===== config.mk =====
export PLATFORM = sky130hd
export DESIGN_NAME = imem_loader
export DESIGN_NICKNAME = d
export VERILOG_FILES = /design/src/rtl/cpu_defs_pkg.sv /design/src/rtl/imem_array.sv /design/src/rtl/imem_loader.sv
export SDC_FILE = /design/constraint.sdc
export NUM_CORES = 1
export LEC_CHECK = 0
export BUFFER_PORTS_ARGS = -buffer_cell sky130_fd_sc_hd__clkbuf_2
export CORE_ASPECT_RATIO = 0.6
export CORE_MARGIN = 2
export CORE_UTILIZATION = 60
export DETAILED_ROUTE_END_ITERATION = 10
export PLACE_DENSITY_LB_ADDON = 0.15
export SYNTH_ARGS = -nofsm -noshare
export SYNTH_HDL_FRONTEND = slang
export SYNTH_HIERARCHICAL = 1
export SYNTH_SLANG_ARGS = --single-unit

===== constraint.sdc =====
create_clock -name clk -period 9.1 [get_ports clk]
set_clock_uncertainty 0.15 [all_clocks]
set_input_delay 0.91 -clock clk [delete_from_list [all_inputs] [get_ports clk]]
set_output_delay 0.91 -clock clk [all_outputs]
set_load 0.01 [all_outputs]

===== src/rtl/cpu_defs_pkg.sv =====
// ---------------------------------------------------------------------------
// cpu_defs
// Shared definitions for the small teaching CPU and its instruction loader.
//   - loaderState_t : states of the instruction-memory loader FSM
//   - DEPTH_DEFAULT : default number of 8-bit instruction words
//   - COUNT_W       : width of the loader byte counter
//   - opcode_t      : 2-bit opcode field held in instr[7:6]
//   - opcodeOf()    : extracts the opcode field from an instruction byte
// ---------------------------------------------------------------------------
package cpu_defs;

    typedef enum logic [1:0] {
        ST_IDLE = 2'b00,
        ST_LOAD = 2'b01,
        ST_DONE = 2'b10
    } loaderState_t;

    localparam int DEPTH_DEFAULT = 32;
    localparam int COUNT_W       = 6;

    typedef enum logic [1:0] {
        OP_ADD = 2'b00,
        OP_LW  = 2'b01,
        OP_SW  = 2'b10,
        OP_JMP = 2'b11
    } opcode_t;

    // The opcode sits in the two most significant bits of every instruction.
    function automatic opcode_t opcodeOf(input logic [7:0] instr);
        return opcode_t'(instr[7:6]);
    endfunction

endpackage


===== src/rtl/imem_array.sv =====
// ---------------------------------------------------------------------------
// imem_array
// Instruction storage: DEPTH x 8-bit words with one synchronous write port
// (plus a whole-array clear) and one combinational read port.
// Ports:
//   clk      - clock, all writes on the rising edge
//   clear_i  - zero every word at the next edge (wins over we_i)
//   we_i     - write wdata_i into word waddr_i at the next edge
//   waddr_i  - write index
//   wdata_i  - write data
//   raddr_i  - CPU fetch address
//   rdata_o  - fetch data, 8'h00 for addresses at or beyond DEPTH
// ---------------------------------------------------------------------------
module imem_array #(
    parameter int DEPTH = 32,
    parameter int AW    = 8,
    parameter int IW    = 5
) (
    input  logic          clk,
    input  logic          clear_i,
    input  logic          we_i,
    input  logic [IW-1:0] waddr_i,
    input  logic [7:0]    wdata_i,
    input  logic [AW-1:0] raddr_i,
    output logic [7:0]    rdata_o
);

    logic [7:0]  mem_q [DEPTH];
    logic [31:0] raddrWide;
    logic        raddrInRange;

    // Clear takes priority so that a reset or a fresh load always starts
    // from an all-zero program image, even if a write is requested alongside.
    always_ff @(posedge clk) begin
        if (clear_i) begin
            for (int i = 0; i < DEPTH; i++) begin
                mem_q[i] <= 8'h00;
            end
        end else if (we_i) begin
            mem_q[waddr_i] <= wdata_i;
        end
    end

    // The read is purely combinational off the registered array, so a word
    // being written this cycle still shows its old contents until the edge.
    // Out-of-range addresses return zero instead of aliasing onto low words.
    assign raddrWide    = 32'(raddr_i);
    assign raddrInRange = (raddrWide < 32'(DEPTH));
    assign rdata_o      = raddrInRange ? mem_q[raddrWide[IW-1:0]] : 8'h00;

endmodule


===== src/rtl/imem_loader.sv =====
// ---------------------------------------------------------------------------
// imem_loader
// Streams a program into instruction memory over a valid/ready byte
// interface while holding the CPU, then lets the CPU fetch from it.
// Ports:
//   clk, reset     - clock and synchronous active-high reset
//   load_start     - one-cycle request to begin a load (ignored mid-load)
//   load_valid     - load_data carries a byte
//   load_data      - instruction byte
//   load_last      - marks the final byte of the load
//   load_ready     - a byte is accepted this cycle (state is LOAD)
//   Read_Address   - CPU fetch address
//   instruction    - combinational fetch data
//   cpu_hold       - CPU must stall its PC while a load is in progress
//   load_done      - sticky: the last load finished
//   load_error     - sticky: the last load ran past DEPTH without load_last
//   load_count     - bytes written by the current or last load
// ---------------------------------------------------------------------------
module imem_loader
    import cpu_defs::*;
#(
    parameter int DEPTH = DEPTH_DEFAULT,
    parameter int AW    = 8
) (
    input  logic               clk,
    input  logic               reset,
    input  logic               load_start,
    input  logic               load_valid,
    input  logic [7:0]         load_data,
    input  logic               load_last,
    output logic               load_ready,
    input  logic [AW-1:0]      Read_Address,
    output logic [7:0]         instruction,
    output logic               cpu_hold,
    output logic               load_done,
    output logic               load_error,
    output logic [COUNT_W-1:0] load_count
);

    localparam int                 IW       = (DEPTH > 1) ? $clog2(DEPTH) : 1;
    localparam logic [COUNT_W-1:0] DEPTH_C  = COUNT_W'(DEPTH);
    localparam logic [COUNT_W-1:0] LAST_IDX = COUNT_W'(DEPTH - 1);

    loaderState_t       state_q, state_d;
    logic [COUNT_W-1:0] count_q, count_d;
    logic               done_q, done_d;
    logic               error_q, error_d;

    logic               inLoad;
    logic               startLoad;
    logic               acceptByte;
    logic               memClear;

    assign inLoad     = (state_q == ST_LOAD);
    assign startLoad  = load_start && !inLoad;
    assign acceptByte = inLoad && load_valid && (count_q != DEPTH_C);

    // Next-state logic. A start request only counts from IDLE or DONE; in
    // LOAD every accepted byte bumps the counter, and either load_last or
    // filling the final word ends the load. Running into the final word
    // without load_last is the overflow case and raises the error flag.
    always_comb begin
        state_d = state_q;
        count_d = count_q;
        done_d  = done_q;
        error_d = error_q;
        if (startLoad) begin
            state_d = ST_LOAD;
            count_d = '0;
            done_d  = 1'b0;
            error_d = 1'b0;
        end else if (acceptByte) begin
            count_d = count_q + 1'b1;
            if (load_last) begin
                state_d = ST_DONE;
                done_d  = 1'b1;
            end else if (count_q == LAST_IDX) begin
                state_d = ST_DONE;
                done_d  = 1'b1;
                error_d = 1'b1;
            end
        end
    end

    // State register. Reset is checked first so it beats a start request or
    // a byte handshake arriving in the same cycle.
    always_ff @(posedge clk) begin
        if (reset) begin
            state_q <= ST_IDLE;
            count_q <= '0;
            done_q  <= 1'b0;
            error_q <= 1'b0;
        end else begin
            state_q <= state_d;
            count_q <= count_d;
            done_q  <= done_d;
            error_q <= error_d;
        end
    end

    // The memory image is wiped both on reset and at the start of every load,
    // so words a load never reaches read back as zero.
    assign memClear = reset || startLoad;

    imem_array #(
        .DEPTH (DEPTH),
        .AW    (AW),
        .IW    (IW)
    ) u_array (
        .clk     (clk),
        .clear_i (memClear),
        .we_i    (acceptByte && !reset),
        .waddr_i (count_q[IW-1:0]),
        .wdata_i (load_data),
        .raddr_i (Read_Address),
        .rdata_o (instruction)
    );

    assign load_ready = inLoad;
    assign cpu_hold   = inLoad;
    assign load_done  = done_q;
    assign load_error = error_q;
    assign load_count = count_q;

endmodule


# Word-level counts from Yosys, hierarchy flattened

Memory sizes are Yosys's and may differ from the RTL's.
Cells that the tools add are included.

Flip-flop bits (word level): 10
Logic and storage cells: 42
Memories: 1
Output and inout bits: 18
Bits in writable memories: 256
Input bits: 21

Add/sub/neg operators: 1
Equality and inequality tests: 3
Reductions and logical operators: 15
Multiplexer cells: 15
Bitwise gates (word level): 1
Order comparisons: 1

Memory list:

| memory        | depth | bits a word | rd ports | clocked after Yosys merged registers in | wr ports | RTL line         | text |
|---|---|---|---|---|---|---|---|
| u_array.mem_q | 32    | 8           | 1        | 0                                       | 32       | imem_array.sv:28 | `logic [7:0] mem_q [DEPTH];` |

Operators by type and width:

| kind                | number |
|---|---|
| $mux 8              | 2 |
| $mux 1              | 10 |
| $lt 8x6->1 const B  | 1 |
| $reduce_or 8->1     | 1 |
| $add 6x1->6 const B | 1 |
| $eq 6x5->1 const B  | 1 |
| $ne 6x6->1 const B  | 1 |
| $mux 5              | 1 |
| $logic_and 1x1->1   | 4 |
| $mux 2              | 2 |
| $reduce_and 2->1    | 2 |
| $reduce_bool 2->1   | 2 |
| $reduce_and 3->1    | 1 |
| $reduce_bool 3->1   | 1 |
| $eq 2x1->1 const B  | 1 |
| $logic_not 1->1     | 2 |
| $reduce_or 2->1     | 1 |
| $logic_or 1x1->1    | 1 |
| $not 1->1           | 1 |

# Logic depth before layout (Yosys ltp)

Word-level depth: 9
Mapped depth: 9
Depth with buffers taken out: 8

# Modules after synthesis

Netlist, hierarchy kept.

By module, submodules not included:

| module      | cells an instance | instances | area an instance (µm²) | seq. area each (µm²) |
|---|---|---|---|---|
| imem_array  | 781               | 1         | 12192.9                | 7687.4 |
| imem_loader | 58                | 1         | 511.7                  | 180.2 |

# Worst setup path after synthesis

OpenSTA, ideal clock, no wires.

Kind: input -> output
Start: input port Read_Address[6]
End: output port instruction[0]
Data arrival time: 2.148 ns
Required time: 8.040 ns
Stages on the path: 4
Path slack: 5.892 ns
Cells stage by stage: or3_2 clkdlybuf4s15_1 a221o_1 a31oi_1

Longest elaborated chain between the ends: 2

Ends and longest elaborated chain:

| element         | RTL line          | text |
|---|---|---|
| start, declared | imem_loader.sv:32 | `input logic [AW-1:0] Read_Address,` |
| $lt 8x6->1      | imem_array.sv:48  | `assign raddrInRange = (raddrWide < 32'(DEPTH));` |
| $mux 8          | imem_array.sv:49  | `assign rdata_o = raddrInRange ? mem_q[raddrWide[IW-1:0]] : 8'h00;` |
| end, declared   | imem_loader.sv:33 | `output logic [7:0] instruction,` |

Every way passes these cells.

# Worst setup path after layout

Start: input port Read_Address[2]
End: output port instruction[6]

Longest elaborated chain between the ends: 2
Elaborated cells on any way between the ends: 3
Those cells by class: order compare (1); mux (1); memory (1)

Ends and longest elaborated chain:

| element                                    | RTL line |
|---|---|
| $mem_v2 32x8 or $lt 8x6->1 (tied branches) | -- |
| $mux 8 *                                   | imem_array.sv:49 |

Mark *: on every way between the ends. The rest lies on a longest branch, timed or not.

==> summary.txt <==
Placement
  • HPWL after detailed placement: just under 20000 um
  • Worst slack at placement: 4.879 ns
  • GP Congestion: around 0.83
  • IO Port Bufs: 38

Cells and area
  • FF+latch area: 7868 um^2
  • Layout cells sized above 1: between 10% and 20%
  • Nets: slightly below 900
  • # fillers: 1456
  • Final core occ: roughly two thirds
  • Area of the multi-input gates: roughly 4500 um^2
  • Area Growth Syn to Fin: 7.800%

Clocking
  • TritonCTS Buffers: 24
  • Clk_lat worst skew: 0.51 ns
  • PostCTS Resize Cnt: 0
  • Clock transition at path regs: 0.06 ns
  • Maximum clock insertion buffer count: 3
  • Htree depth: 1
  • Post-CTS Hold Buffers: 0
  • Root buffer cell: clkbuf_16
  • # clock sinks: 265
  • CTS tree: built
  • Setup Fix Bufs, Post-CTS: 0

Synth
  • Mean Syn Cell Area: roughly 15 um^2
  • Post-synth top cells: and2_1 (259), edfxtp_1 (256), mux4_1 (52)
  • Register area share after synthesis: approximately three fifths
  • Syn_nets: between 800 and 900
  • Most used DFF post-synth: edfxtp_1
  • Post-Syn Area: 12700 um^2
  • Synth async-reset ratio: 0%
  • Count leader, synth: and2_1
  • Synth top area share: between 60% and 70%
  • #FFs+latches synth: between 200 and 300
  • Area contributors post-synth: edfxtp_1 (61%), and2_1 (13%), mux4_1 (11%), mux2i_1 (2.7%), or2_2 (1.6%)
  • Post-synthesis cell count: around 840
  • Yosys warning total: 6
  • Leading area contributor after synthesis: edfxtp_1
  • Post-synth EDFFs: between 200 and 300
  • Synth cell types: 53

Timing
  • Setup ws final: 4.843 ns
  • Setup_tns: 0 ns
  • Fin. Hold Viols: 0
  • Period utilisation layout: approximately 47%
  • Fmax: 234.9 MHz
  • Unrepaired setup endpoints after global routing: no
  • Slew Limit Fails: 0
  • Slew HR: approximately a third
  • Final setup viols: 0
  • Tmin final: between 4 and 5 ns
  • Least-Margin Pin Slew: just over 1 ns

Global routing
  • Total global routing overflow: 0
  • Largest net degree at the start of global routing: 65
  • Global Route Usage Sum: 27.95%
  • Antenna violations before repair: 1
  • Vias in the first global route: approximately 7200
  • First-pass GRT wire length: ~45000 um

Setup path
  • Startpoint types: primary input
  • Critical-path maximum fanout: 64
  • WS Path Type: in -> out
  • Data required, critical path: approximately 8.0 ns
  • CP endpoint kind: output port
  • Crit path DAT: approximately 3.2 ns

Outcome
  • Status: complete, no violations

Die
  • Starting Density: about three fifths
  • Die Area: between 20000 and 25000 um^2
  • Die W: between 150 and 200 um
  • Die height: between 100 and 150 um
  • Core Area: 20880 um^2
  • Top Ports: 39
  • Row Count: 41

Pwr
  • Leakage: approximately 5.3 nW
  • Tot Pwr: around 2.7 mW
  • Pwr per Cell Area: just under 200 nW/um^2
  • Worst VDD drop: about 0.00012 V

Drt
  • Vias: 7309
  • TritonRoute pass-1 iters: 5
  • Detailed Route WL: about 30000 um
  • Avg WL per Cell: approximately 26 um
  • Vias per inst: ~6.3
  • Antenna Violating Nets Remaining: 0
  • Drt first-iter violations: roughly 730
  • Post-route DRC: 0

Worst hold path
  • Hold Path Class: reg -> reg

Job
  • Number of max-cap violations: 0
[flip-flops by register name (all words and copies together) (netlist names)]
| name | flops |
|---|---|
| load_count | 6 |
| load_error | 1 |
| state_q | 2 |
| u_array/mem_q | 256 |
[worst max-delay path, cell delays in order]
cell      delay, ns
buf_2          0.07
buf_4          0.70
mux4_1         0.44
mux2i_1        0.10
a221o_1        0.36
a31oi_1        0.31
clkbuf_2       0.20
[cells by family (layout without fill, tap and decap cells)]
group | Yosys count | after routing | share of synthesized area, %
fa+ha+maj | 2 | 2 | 0.1969
other cells | 0 | 3 | 0
compound gates | 58 | 58 | 3.329
simple gates | 363 | 363 | 17.38
flops | 265 | 265 | 61.93
buf+inv | 61 | 93 | 3.023
mux | 90 | 90 | 14.14
[through the flow]
| step | hold slack, ns | cell area [um^2] | std cells |
|---|---|---|---|
| 6_report | 0.3166 | 13700 | 1153 |
| 4_1_cts | 0.3233 | 13690 | 1150 |
| 5_1_grt | 0.3526 | 13690 | 1150 |
| 2_1_floorplan | 0.3195 | 12700 | 839 |
| 3_5_place_dp | 0.3143 | 12930 | 1107 |
| 3_3_place_gp | 0.2859 | 12930 | 1107 |
[power by group]
| part | internal (mW) | switching (mW) |
|---|---|---|
| Combinational | 0.0830 | 0.148 |
| Sequential | 1.44 | 0.0333 |
| Clock | 0.556 | 0.435 |
| Total | 2.08 | 0.617 |
[area by class of cell]
| type | instances | share of cell area, % |
|---|---|---|
| clock buffers | 27 | 4.623 |
| diodes | 3 | 0.05481 |
| multi-input cells | 513 | 32.54 |
| clock inverters | 16 | 0.9318 |
| flip-flops and latches | 265 | 57.45 |
| repair buffers | 43 | 1.663 |
| inverters | 7 | 0.1919 |
| well taps | 279 | 2.549 |
[per-layer routing]
| metal | wire, um | GRT usage (%) |
|---|---|---|
| met3 | 3280 | 6.791 |
| met5 | 0 | 0 |
| met4 | 434 | 4.923 |
| met1 | 13280 | 43.24 |
| met2 | 12960 | 41.16 |
[cells in the final DEF (no fill, tap or decap), types with 4 or more instances in the layout]
cell type and count:
mux4_2 4, clkinv_2 6, buf_4 5, clkinv_1 6, a22oi_1 8, o211ai_1 4, nand2_1 7, clkbuf_2 37
clkbuf_16 25, inv_1 6, or2_2 32, nor2_1 38, o21ai_0 10, mux2i_1 34, a221o_1 8, a21oi_1 5
edfxtp_1 256, a221oi_1 6, and2_1 259, a31oi_1 8, mux4_1 52, dfxtp_1 9
[final timing paths]
| path | start | endpoint | slack [ns] | cells past startpoint |
|---|---|---|---|---|
| min reg2reg | load_error$_SDFFE_PP0P_ | load_error$_SDFFE_PP0P_ | 0.32 | 2 |
| max | Read_Address[2] | instruction[6] | 4.84 | 7 |
| min | load_error$_SDFFE_PP0P_ | load_error$_SDFFE_PP0P_ | 0.32 | 2 |
| max reg2reg | load_count[0]$_SDFFE_PP0P_ | u_array/mem_q[2][4]$_SDFFCE_PN0P_ | 4.95 | 8 |
Note: power is estimated with default switching activity, not from simulation.
